### src/rtl/cmmdc_dispatch.sv
// rtl/cmmdc_dispatch.sv - operand FIFO and start/ack dispatcher feeding the cmmdc GCD core
// Optional feature macro: CMMDC_TIMEOUT_EN (WAIT-state watchdog, aborts with out_err=1)
module cmmdc_dispatch #(
  parameter int W     = 8,
  parameter int DEPTH = 4,
  parameter int AW    = 2
`ifdef CMMDC_TIMEOUT_EN
  ,
  parameter int TMO   = 600
`endif
) (
  input  logic         clk,
  input  logic         rst,
  input  logic         in_valid,
  output logic         in_ready,
  input  logic [W-1:0] in_x,
  input  logic [W-1:0] in_y,
  output logic         gcd_start,
  output logic [W-1:0] gcd_x,
  output logic [W-1:0] gcd_y,
  input  logic [W-1:0] gcd_r,
  input  logic         gcd_ack,
  output logic         out_valid,
  input  logic         out_ready,
  output logic [W-1:0] out_r,
  output logic [W-1:0] out_x,
  output logic [W-1:0] out_y,
  output logic         out_err
);

  localparam logic [1:0] IDLE  = 2'd0;
  localparam logic [1:0] ISSUE = 2'd1;
  localparam logic [1:0] WAIT  = 2'd2;
  localparam logic [1:0] HOLD  = 2'd3;

  logic [1:0]   state;
  logic [AW:0]  wr_ptr;
  logic [AW:0]  rd_ptr;
  logic [W-1:0] fifo_x [DEPTH];
  logic [W-1:0] fifo_y [DEPTH];
  logic         full;
  logic         empty;
  logic         push;
  logic         pop;
  logic [W-1:0] head_x;
  logic [W-1:0] head_y;
  logic         ack_q;
  logic         stale;
  logic         rise;
  logic         tmo_hit;

  assign full     = (wr_ptr[AW] != rd_ptr[AW]) && (wr_ptr[AW-1:0] == rd_ptr[AW-1:0]);
  assign empty    = (wr_ptr == rd_ptr);
  assign in_ready = !full;
  assign push     = in_valid && !full;
  assign pop      = (state == IDLE) && !empty;
  assign head_x   = fifo_x[rd_ptr[AW-1:0]];
  assign head_y   = fifo_y[rd_ptr[AW-1:0]];
  // A result is taken only on the 0->1 edge of ack, so a level left over from an
  // earlier operation cannot be mistaken for a new one.
  assign rise     = gcd_ack && !ack_q;

  // FIFO storage; contents are don't-care while the pointers say empty
  always_ff @(posedge clk) begin
    if (push) begin
      fifo_x[wr_ptr[AW-1:0]] <= in_x;
      fifo_y[wr_ptr[AW-1:0]] <= in_y;
    end
  end

  // FIFO pointers, one extra wrap bit to tell full from empty
  always_ff @(posedge clk) begin
    if (rst) begin
      wr_ptr <= '0;
      rd_ptr <= '0;
    end else begin
      if (push) wr_ptr <= wr_ptr + (AW+1)'(1);
      if (pop)  rd_ptr <= rd_ptr + (AW+1)'(1);
    end
  end

  // Stale-result flag: the core has no reset, so it survives rst and marks the next ack rise as garbage
  always_ff @(posedge clk) begin
    if (rst) begin
      if (state == ISSUE || state == WAIT) stale <= 1'b1;
    end else if (state == WAIT) begin
      if (rise)         stale <= 1'b0;
      else if (tmo_hit) stale <= 1'b1;
    end
  end

  // Dispatch FSM: pop, bypass zero operands or issue to the core, capture, hold for consumer
  always_ff @(posedge clk) begin
    if (rst) begin
      state     <= IDLE;
      gcd_start <= 1'b0;
      gcd_x     <= '0;
      gcd_y     <= '0;
      ack_q     <= 1'b0;
      out_valid <= 1'b0;
      out_r     <= '0;
      out_x     <= '0;
      out_y     <= '0;
    end else begin
      gcd_start <= 1'b0;
      ack_q     <= gcd_ack;
      case (state)
        IDLE: begin
          if (!empty) begin
            out_x <= head_x;
            out_y <= head_y;
            if (head_x == '0 || head_y == '0) begin
              // The core never terminates on a zero input; gcd(0,n)=n and gcd(0,0)=0.
              out_r     <= head_x | head_y;
              out_valid <= 1'b1;
              state     <= HOLD;
            end else begin
              gcd_x     <= head_x;
              gcd_y     <= head_y;
              gcd_start <= 1'b1;
              state     <= ISSUE;
            end
          end
        end
        ISSUE: begin
          ack_q <= 1'b0;
          state <= WAIT;
        end
        WAIT: begin
          if (rise) begin
            if (stale) begin
              gcd_start <= 1'b1;
              state     <= ISSUE;
            end else begin
              out_r     <= gcd_r;
              out_valid <= 1'b1;
              state     <= HOLD;
            end
          end else if (tmo_hit) begin
            out_r     <= '0;
            out_valid <= 1'b1;
            state     <= HOLD;
          end
        end
        HOLD: begin
          if (out_ready) begin
            out_valid <= 1'b0;
            state     <= IDLE;
          end
        end
        default: state <= IDLE;
      endcase
    end
  end

`ifdef CMMDC_TIMEOUT_EN
  logic [9:0] wd_cnt;
  logic       err_q;

  assign tmo_hit = (state == WAIT) && (wd_cnt >= 10'(TMO));
  assign out_err = err_q;

  // Watchdog: restarts on every issue, counts WAIT cycles, saturates at all-ones
  always_ff @(posedge clk) begin
    if (rst) begin
      wd_cnt <= '0;
    end else if (state == ISSUE) begin
      wd_cnt <= '0;
    end else if (state == WAIT && wd_cnt != 10'h3FF) begin
      wd_cnt <= wd_cnt + 10'd1;
    end
  end

  // Error flag travels with the aborted result and clears when it is consumed
  always_ff @(posedge clk) begin
    if (rst) begin
      err_q <= 1'b0;
    end else if (state == WAIT && !rise && tmo_hit) begin
      err_q <= 1'b1;
    end else if (state == HOLD && out_ready) begin
      err_q <= 1'b0;
    end
  end
`else
  assign tmo_hit = 1'b0;
  assign out_err = 1'b0;
`endif

endmodule

### config.mk
export PLATFORM = sky130hd
export DESIGN_NAME = cmmdc_dispatch
export DESIGN_NICKNAME = d
export VERILOG_FILES = /design/src/rtl/cmmdc_dispatch.sv
export SDC_FILE = /design/constraint.sdc
export NUM_CORES = 1
export LEC_CHECK = 0
export CORE_UTILIZATION = 35
export DETAILED_ROUTE_END_ITERATION = 8
export PLACE_DENSITY_LB_ADDON = 0.25
export SETUP_SLACK_MARGIN = 0.5
export SYNTH_ARGS = -nofsm -noshare
export SYNTH_HDL_FRONTEND = slang
export SYNTH_SLANG_ARGS = --single-unit
### constraint.sdc
create_clock -name clk -period 2.95 [get_ports clk]
set_input_delay 0.295 -clock clk [delete_from_list [all_inputs] [get_ports clk]]
set_output_delay 0.295 -clock clk [all_outputs]
set_load 0.02 [all_outputs]
==> load_flow_metrics.sql, run 1 <==
INSERT INTO impl_metrics (metric_group, metric, value, unit) VALUES
('run_status', 'run_status', 'finished with violations', ''),
('run_status', 'violations', 'design-rule violations', ''),
('finish', 'final_util', '48.05', '%'),
('power', 'p_per_area', '1046', 'mW/mm^2'),
('place', 'detailed_place.area', '0.005598', 'sq mm'),
('global_routing', 'antenna_found_initial', '0', ''),
('worst_setup_path', 'rr_worst_depth', '8', ''),
('routing', 'wire_length_reported_by_the_detailed_router', '10560', 'microns'),
('floorplan', 'die_width', '118.0', 'microns'),
('global_routing', 'grt_max_degree', '35', ''),
('finish', 'number_of_nets_in_the_final_layout', '480', ''),
('power', 'worst_ir_drop_vdd', '0.0004442', 'V'),
('place', 'io_buffers', '71', ''),
('place', 'globalplace.congestion', '0.7458', ''),
('flow_run', 'max_cap_viol', '0', ''),
('place', 'dpl_worst_slack', '331.7', 'ps'),
('finish', 'register_cell_area_after_layout', '0.003014', 'sq mm'),
('finish', 'final_area', '0.006337', 'sq mm'),
('routing', 'antenna_left', '0', ''),
('sta', 'setup_violating_endpoint_count_in_the_final_report', '0', ''),
('logic_synthesis', 'synth-seq-area-share', '63.99', '%'),
('floorplan', 'die_height', '118.0', 'microns'),
('sta', 'period_minus_slack', '2346', 'ps'),
('min_path', 'min_path_type', 'in -> reg', ''),
('sta', 'fin_tns_setup', '0', 'ps'),
('finish', 'n_antenna_cell', '0', ''),
('sta', 'fin_skew', '7.034', 'ps'),
('global_routing', 'grt_overflow_total', '0', ''),
('global_routing', 'grt_usage', '16.23', '%'),
('routing', 'number_of_detailed_route_iterations_in_the_first_pass', '6', ''),
('logic_synthesis', 'synthesis.area_per_instance', '13.69', 'sq um'),
('cts', 'clkSlewWorstSetupHoldPaths', '50', 'ps'),
('sta', 'worst_pin_slew', '677.3', 'ps'),
('logic_synthesis', 'yosys_warnings', '0', ''),
('logic_synthesis', 'synthesis.nets', '383', ''),
('logic_synthesis', 'total_standard_cell_area_after_synthesis', '0.004708', 'sq mm'),
('cts', 'clk_latency', '400', 'ps'),
('worst_setup_path', 'timing.critical_path.fanout_max', '10', ''),
('logic_synthesis', 'synth_largest_area_cell', 'sky130_fd_sc_hd__edfxtp_1', ''),
('floorplan', 'fp.coreArea', '0.01319', 'sq mm'),
('logic_synthesis', 'postSynthRegisterBits', '118', ''),
('finish', 'synthToLayoutAreaGrowth', '34.60', '%'),
('worst_setup_path', 'worst_ep_required_time', '3230', 'ps'),
('finish', 'layout.cells.most_common', 'sky130_fd_sc_hd__clkdlybuf4s50_1', ''),
('cts', 'clock_tree_from_tritoncts', 'yes', ''),
('sta', 'hold_violations', '0', ''),
('finish', 'final_layout_size_suffix_gt1_share', '17.18', '%'),
('routing', 'viasPerCell', '4.787', ''),
('cts', 'deepest_level_of_the_cts_h_tree', '4', ''),
('cts', 'clock_sinks', '118', ''),
('cts', 'cts-root-to-sink-buffers', '2', ''),
('sta', 'whs', '422.2', 'ps'),
('routing', 'drc', '1', ''),
('global_routing', 'wire_length_of_the_first_global_routing_pass', '16890', 'microns'),
('logic_synthesis', 'post_synth_num_cell_types', '41', ''),
('floorplan', 'rows', '42', ''),
('finish', 'mostFrequentLayoutCells', '70 x sky130_fd_sc_hd__clkdlybuf4s50_1, 65 x sky130_fd_sc_hd__edfxtp_1, 52 x sky130_fd_sc_hd__dfxtp_1, 51 x sky130_fd_sc_hd__nor2_1, 34 x sky130_fd_sc_hd__mux2i_1', ''),
('sta', 'worst_rel_slew_slack', '54.85', '%'),
('power', 'static-leakage-power', '2.399', 'nW'),
('min_path', 'min_delay_path_depth', '2', ''),
('sta', 'slew_viol_final', '0', ''),
('routing', 'drt_iter0_drc', '203', ''),
('floorplan', 'top_level_ports', '73', ''),
('finish', 'final.fill_count', '1155', ''),
('sta', 'rsz0062_at_grt', 'no', ''),
('worst_setup_path', 'startpoint_type', 'flip-flop', ''),
('finish', 'multi_input_area', '0.001592', 'sq mm'),
('routing', 'detailroute.via_count', '3016', ''),
('place', 'final_hpwl_from_detailed_placement', '7034', 'microns'),
('cts', 'clk_root_buffer_cell', 'sky130_fd_sc_hd__clkbuf_16', ''),
('floorplan', 'floorplan.die_area', '0.01392', 'sq mm');
[path summary, 6_finish.rpt]
kind / slack [ps] / from / endpoint
setup / recovery: 600 / flip-flop / gcd_x[3]
hold / removal: 420 / rst / gcd_y[3]
setup reg to reg: 600 / flip-flop / gcd_x[3]
hold reg to reg: 480 / out_r[2] / out_r[2]
[layer usage]
layer | global-route usage, % | part of all wire (%) | vias to the layer above
li1 | - | - | 1442
met1 | 20.88 | 46 | 1482
met2 | 26.10 | 48 | 84
met3 | 4.312 | 4.7 | 8
met4 | 6.250 | 0.94 | 0
met5 | 0 | 0 | -
[worst max-delay path, stage by stage (launching register included)]
cell                        delay (ps)
sky130_fd_sc_hd__dfxtp_2           390
sky130_fd_sc_hd__clkbuf_16         190
sky130_fd_sc_hd__mux4_2            570
sky130_fd_sc_hd__nor4_4            310
sky130_fd_sc_hd__and2_4            200
sky130_fd_sc_hd__or3_4             150
sky130_fd_sc_hd__buf_12            150
sky130_fd_sc_hd__mux2i_1           200
sky130_fd_sc_hd__nor2_1             60
[cell type report]
cell class / instances / share of cell area, %
flip-flops and latches: 118 / 47.56
multi-input cells: 200 / 25.11
repair buffers: 96 / 14.97
clock buffers: 24 / 7.621
well taps: 176 / 3.475
clock inverters: 8 / 0.7897
inverters: 8 / 0.4738
[logic make-up (layout without fill, tap and decap cells)]
family | after synthesis | count (layout) | share of synthesized area, %
flops | 118 | 118 | 63.99
buf+inv | 26 | 136 | 3.428
xor+xnor | 7 | 7 | 1.302
simple gates | 94 | 94 | 9.089
other cells | 1 | 1 | 0.07965
mux | 50 | 50 | 14.88
compound gates | 38 | 38 | 4.571
fa+ha+maj | 10 | 10 | 2.657
[stage by stage]
stage,std cells,power [mW]
final,630,6.631
after global routing,630,6.987
after CTS,621,6.571
after detailed placement,584,4.599
after global placement,584,4.568
after floorplan,344,3.770
[sequential cells by signal, indices dropped and copies added, names as in the netlist, 2 cells and up, named ones only]
name and count:
fifo_x 32, gcd_y 8, state 2, wr_ptr 3, gcd_x 8, fifo_y 32, out_y 8, rd_ptr 3
out_r 8, out_x 8
[cell usage after synthesis (all sizes together)]
cell    count
edfxtp     65
a211oi      1
and2        3
nand3      10
dfxtp      53
a21oi      10
nor2b       1
a21boi      1
o21ai      19
xor2        1
nand2      15
nor2       51
a221oi      1
nand3b      1
mux2i      34
nand2b      1
xnor2       6
mux4       16
o31ai       1
and3        5
or3         1
nand4       1
conb        1
a31oi       2
buf         9
a41o        1
o21a        1
nor4        4
clkbuf      9
inv         8
o31a        1
nor3b       1
ha         10
[report_power, final]
group | total [mW] | internal [mW] | switching, mW
clock | 1.83 | 1.14 | 0.690
sequential | 2.28 | 2.08 | 0.200
combinational | 2.52 | 1.21 | 1.31
[timing repair]
item,in CTS,in global routing
endpoints found under the setup margin,26,25
pin swaps,2,1
hold endpoints to repair,0,0
gates resized for setup,2,8
setup buffers,5,8
hold buffers,0,0
cloned,0,1
Power figures use the tool's default switching activity.
==> run 2, diff against run 1 <==
==> constraint.sdc (replaced) <==
create_clock -name clk -period 2.45 [get_ports clk]
set_input_delay 0.245 -clock clk [delete_from_list [all_inputs] [get_ports clk]]
set_output_delay 0.245 -clock clk [all_outputs]
set_load 0.02 [all_outputs]
==> run 2 against run 1 <==
The flow now finishes without violations. Sequential power grew 21%. Register-to-register slack got worse by 480 ps. Critical endpoint is now gcd_y[5]. Non-clock buffer count is 13 higher. Clock power increased by 34%. Global-route usage up 0.55 points. Critical path type unchanged.
==> load_flow_metrics.sql, run 2 (synthesized netlist as in run 1, its figures left out) <==
INSERT INTO impl_metrics (metric_group, metric, value, unit) VALUES
('worst_setup_path', 'regToRegEndpoint', 'gcd_y[5]', ''),
('finish', 'synthToLayoutAreaGrowth', '40.13', '%'),
('sta', 'hold_violations', '0', ''),
('sta', 'whs', '258.9', 'ps'),
('routing', 'number_of_detailed_route_iterations_in_the_first_pass', '4', ''),
('global_routing', 'number_of_global_route_vias_before_repair', '3073', ''),
('cts', 'clkSlewWorstSetupHoldPaths', '60', 'ps'),
('finish', 'finish.cell_count_without_fillers', '643', ''),
('routing', 'antenna_left', '0', ''),
('power', 'finalPower', '8.532', 'mW'),
('flow_run', 'max_cap_viol', '0', ''),
('routing', 'detailroute.via_count', '3018', ''),
('worst_setup_path', 'timing.critical_path.slowest_cell_delay', '570', 'ps'),
('cts', 'clk_latency', '410', 'ps'),
('worst_setup_path', 'timing.critical_path.fanout_max', '6', ''),
('finish', 'final.fill_count', '1143', ''),
('finish', 'number_of_nets_in_the_final_layout', '493', ''),
('power', 'worst_ir_drop_vdd', '0.0007614', 'V'),
('sta', 'fin_tns_setup', '0', 'ps'),
('worst_setup_path', 'worst_ep_arrival_time', '2610', 'ps'),
('place', 'globalplace.congestion', '0.7791', ''),
('sta', 'worst_pin_slew', '597.7', 'ps'),
('sta', 'period_minus_slack', '2323', 'ps'),
('sta', 'clock.fmax', '430.5', 'MHz'),
('min_path', 'min_path_type', 'in -> reg', ''),
('cts', 'cts-buffers-inserted', '17', ''),
('sta', 'layout_worst_path_cycle_share', '94.82', '%'),
('worst_setup_path', 'worst_ep_required_time', '2740', 'ps'),
('place', 'final_hpwl_from_detailed_placement', '7422', 'microns'),
('floorplan', 'rows', '42', ''),
('routing', 'drt_iter0_drc', '181', ''),
('cts', 'cts-root-to-sink-buffers', '2', ''),
('power', 'static-leakage-power', '2.518', 'nW'),
('worst_setup_path', 'worst_path_max_delay_cell', 'sky130_fd_sc_hd__mux4_2', ''),
('min_path', 'min_from', 'rst', ''),
('worst_setup_path', 'worstSetupEndpointType', 'flip-flop', ''),
('worst_setup_path', 'cpLargestDelayFamily', 'simple AND/OR/NAND/NOR gates', ''),
('finish', 'final_layout_size_suffix_gt1_share', '22.70', '%'),
('sta', 'setup_violating_endpoint_count_in_the_final_report', '0', ''),
('sta', 'fin_skew', '8.723', 'ps'),
('place', 'number_of_cells_after_detailed_placement', '603', ''),
('finish', 'multi_input_area', '0.001664', 'sq mm'),
('routing', 'wire_length_reported_by_the_detailed_router', '11070', 'microns'),
('floorplan', 'die_width', '118.0', 'microns'),
('finish', 'mostFrequentLayoutCells', '69 x sky130_fd_sc_hd__clkdlybuf4s50_1, 65 x sky130_fd_sc_hd__edfxtp_1, 51 x sky130_fd_sc_hd__nor2_1, 51 x sky130_fd_sc_hd__dfxtp_1, 34 x sky130_fd_sc_hd__mux2i_1', ''),
('floorplan', 'die_height', '118.0', 'microns'),
('global_routing', 'wire_length_of_the_first_global_routing_pass', '17030', 'microns'),
('routing', 'avgRoutedWirePerCell', '17.22', 'microns'),
('global_routing', 'grt_usage', '16.78', '%'),
('global_routing', 'grt_overflow_total', '0', ''),
('sta', 'worst_rel_slew_slack', '59.88', '%'),
('global_routing', 'grt_max_degree', '32', ''),
('cts', 'cts_hold_buf', '0', ''),
('floorplan', 'floorplan.die_area', '0.01392', 'sq mm'),
('min_path', 'worstHoldEndpoint', 'gcd_y[2]', ''),
('worst_setup_path', 'critPathKind', 'reg -> reg', ''),
('floorplan', 'floorplan.initialDensity', '35.70', '%'),
('worst_setup_path', 'startpoint_type', 'flip-flop', ''),
('cts', 'clk_root_buffer_cell', 'sky130_fd_sc_hd__clkbuf_16', ''),
('floorplan', 'fp.coreArea', '0.01319', 'sq mm'),
('floorplan', 'top_level_ports', '73', ''),
('global_routing', 'antenna_found_initial', '0', ''),
('routing', 'viasPerCell', '4.694', ''),
('cts', 'clock_tree_from_tritoncts', 'yes', ''),
('finish', 'layout.cells.most_common', 'sky130_fd_sc_hd__clkdlybuf4s50_1', ''),
('worst_setup_path', 'critical_path_cell_by_cell', 'buf_8 > mux4_2 > nor4_4 > and2_4 > or3_4 > clkbuf_16 > mux2i_1 > nor2_1', ''),
('worst_setup_path', 'critPathBufInv', '2', ''),
('worst_setup_path', 'cp.depth', '8', ''),
('cts', 'clock_sinks', '118', ''),
('place', 'io_buffers', '71', ''),
('routing', 'drc', '0', ''),
('sta', 'slew_viol_final', '0', ''),
('run_status', 'run_status', 'finished clean', ''),
('min_path', 'min_delay_path_depth', '2', ''),
('finish', 'n_antenna_cell', '0', ''),
('power', 'p_per_area', '1293', 'mW/mm^2'),
('finish', 'register_cell_area_after_layout', '0.003018', 'sq mm'),
('worst_setup_path', 'rr_worst_depth', '8', ''),
('worst_setup_path', 'worst-r2r-setup-slack', '130', 'ps'),
('sta', 'rsz0062_at_grt', 'yes', ''),
('cts', 'deepest_level_of_the_cts_h_tree', '4', '');
## run 2: cell types whose count changed in the layout (fill, tap and decap cells not counted), sizes merged
cell / before / now
clkbuf: 25 / 19
bufinv: 0 / 3
clkdlybuf4s50: 70 / 69
clkinv: 5 / 10
buf: 25 / 38
dlygate4sd2: 0 / 1
clkinvlp: 2 / 1
inv: 9 / 8
## run 2: cell type report
type / instances / share of cell area (%)
Inverter: 8 / 0.4551
Timing Repair Buffer: 109 / 16.31
Multi-Input combinational cell: 200 / 25.22
Clock inverter: 14 / 2.427
Tap cell: 176 / 3.338
Sequential cell: 118 / 45.74
Clock buffer: 18 / 6.505
## run 2: where the power goes
part           switching, mW  internal, mW  total [mW]
Sequential             0.257          2.50        2.76
Combinational           1.68          1.64        3.32
Clock                  0.865          1.59        2.45
Total                   2.80          5.73        8.53
## run 2: metal layers
layer,vias to the layer above,wire [microns],global-route usage (%)
met1,1469,5174,20.99
met4,0,117,6.250
li1,1478,-,-
met5,-,0,0
met3,8,434,6.105
met2,63,5345,26.51
## run 2: stage by stage
step / setup slack (ps) / utilization, % / instance area, sq um
2_1_floorplan: 128.8 / - / 4757
3_3_place_gp: 41.61 / 43.94 / 5796
3_5_place_dp: 22.87 / 43.94 / 5796
4_1_cts: 204.2 / 49.40 / 6516
5_1_grt: 64.56 / 50.02 / 6598
6_report: 126.9 / 50.02 / 6598
## run 2: repair_timing
item	4_1_cts	5_1_grt
resized for setup	14	7
buffers inserted	5	2
setup endpoints to repair	28	28
cloned	0	1
pin swaps	4	9
## run 2: worst register-to-register path: stages (launching register included)
cell                        delay (ps)
sky130_fd_sc_hd__dfxtp_4           380
sky130_fd_sc_hd__buf_8             140
sky130_fd_sc_hd__mux4_2            570
sky130_fd_sc_hd__nor4_4            340
sky130_fd_sc_hd__and2_4            200
sky130_fd_sc_hd__or3_4             180
sky130_fd_sc_hd__clkbuf_16         160
sky130_fd_sc_hd__mux2i_1           180
sky130_fd_sc_hd__nor2_1             70
## run 2: worst max-delay path by stage
stage	end	slack (ps)
6_report	gcd_y[5]	130
4_1_cts	gcd_x[6]	200
3_3_place_gp	gcd_y[3]	40
5_1_grt	gcd_x[6]	60
2_1_floorplan	gcd_x[0]	130
3_5_place_dp	out_r[7]	20
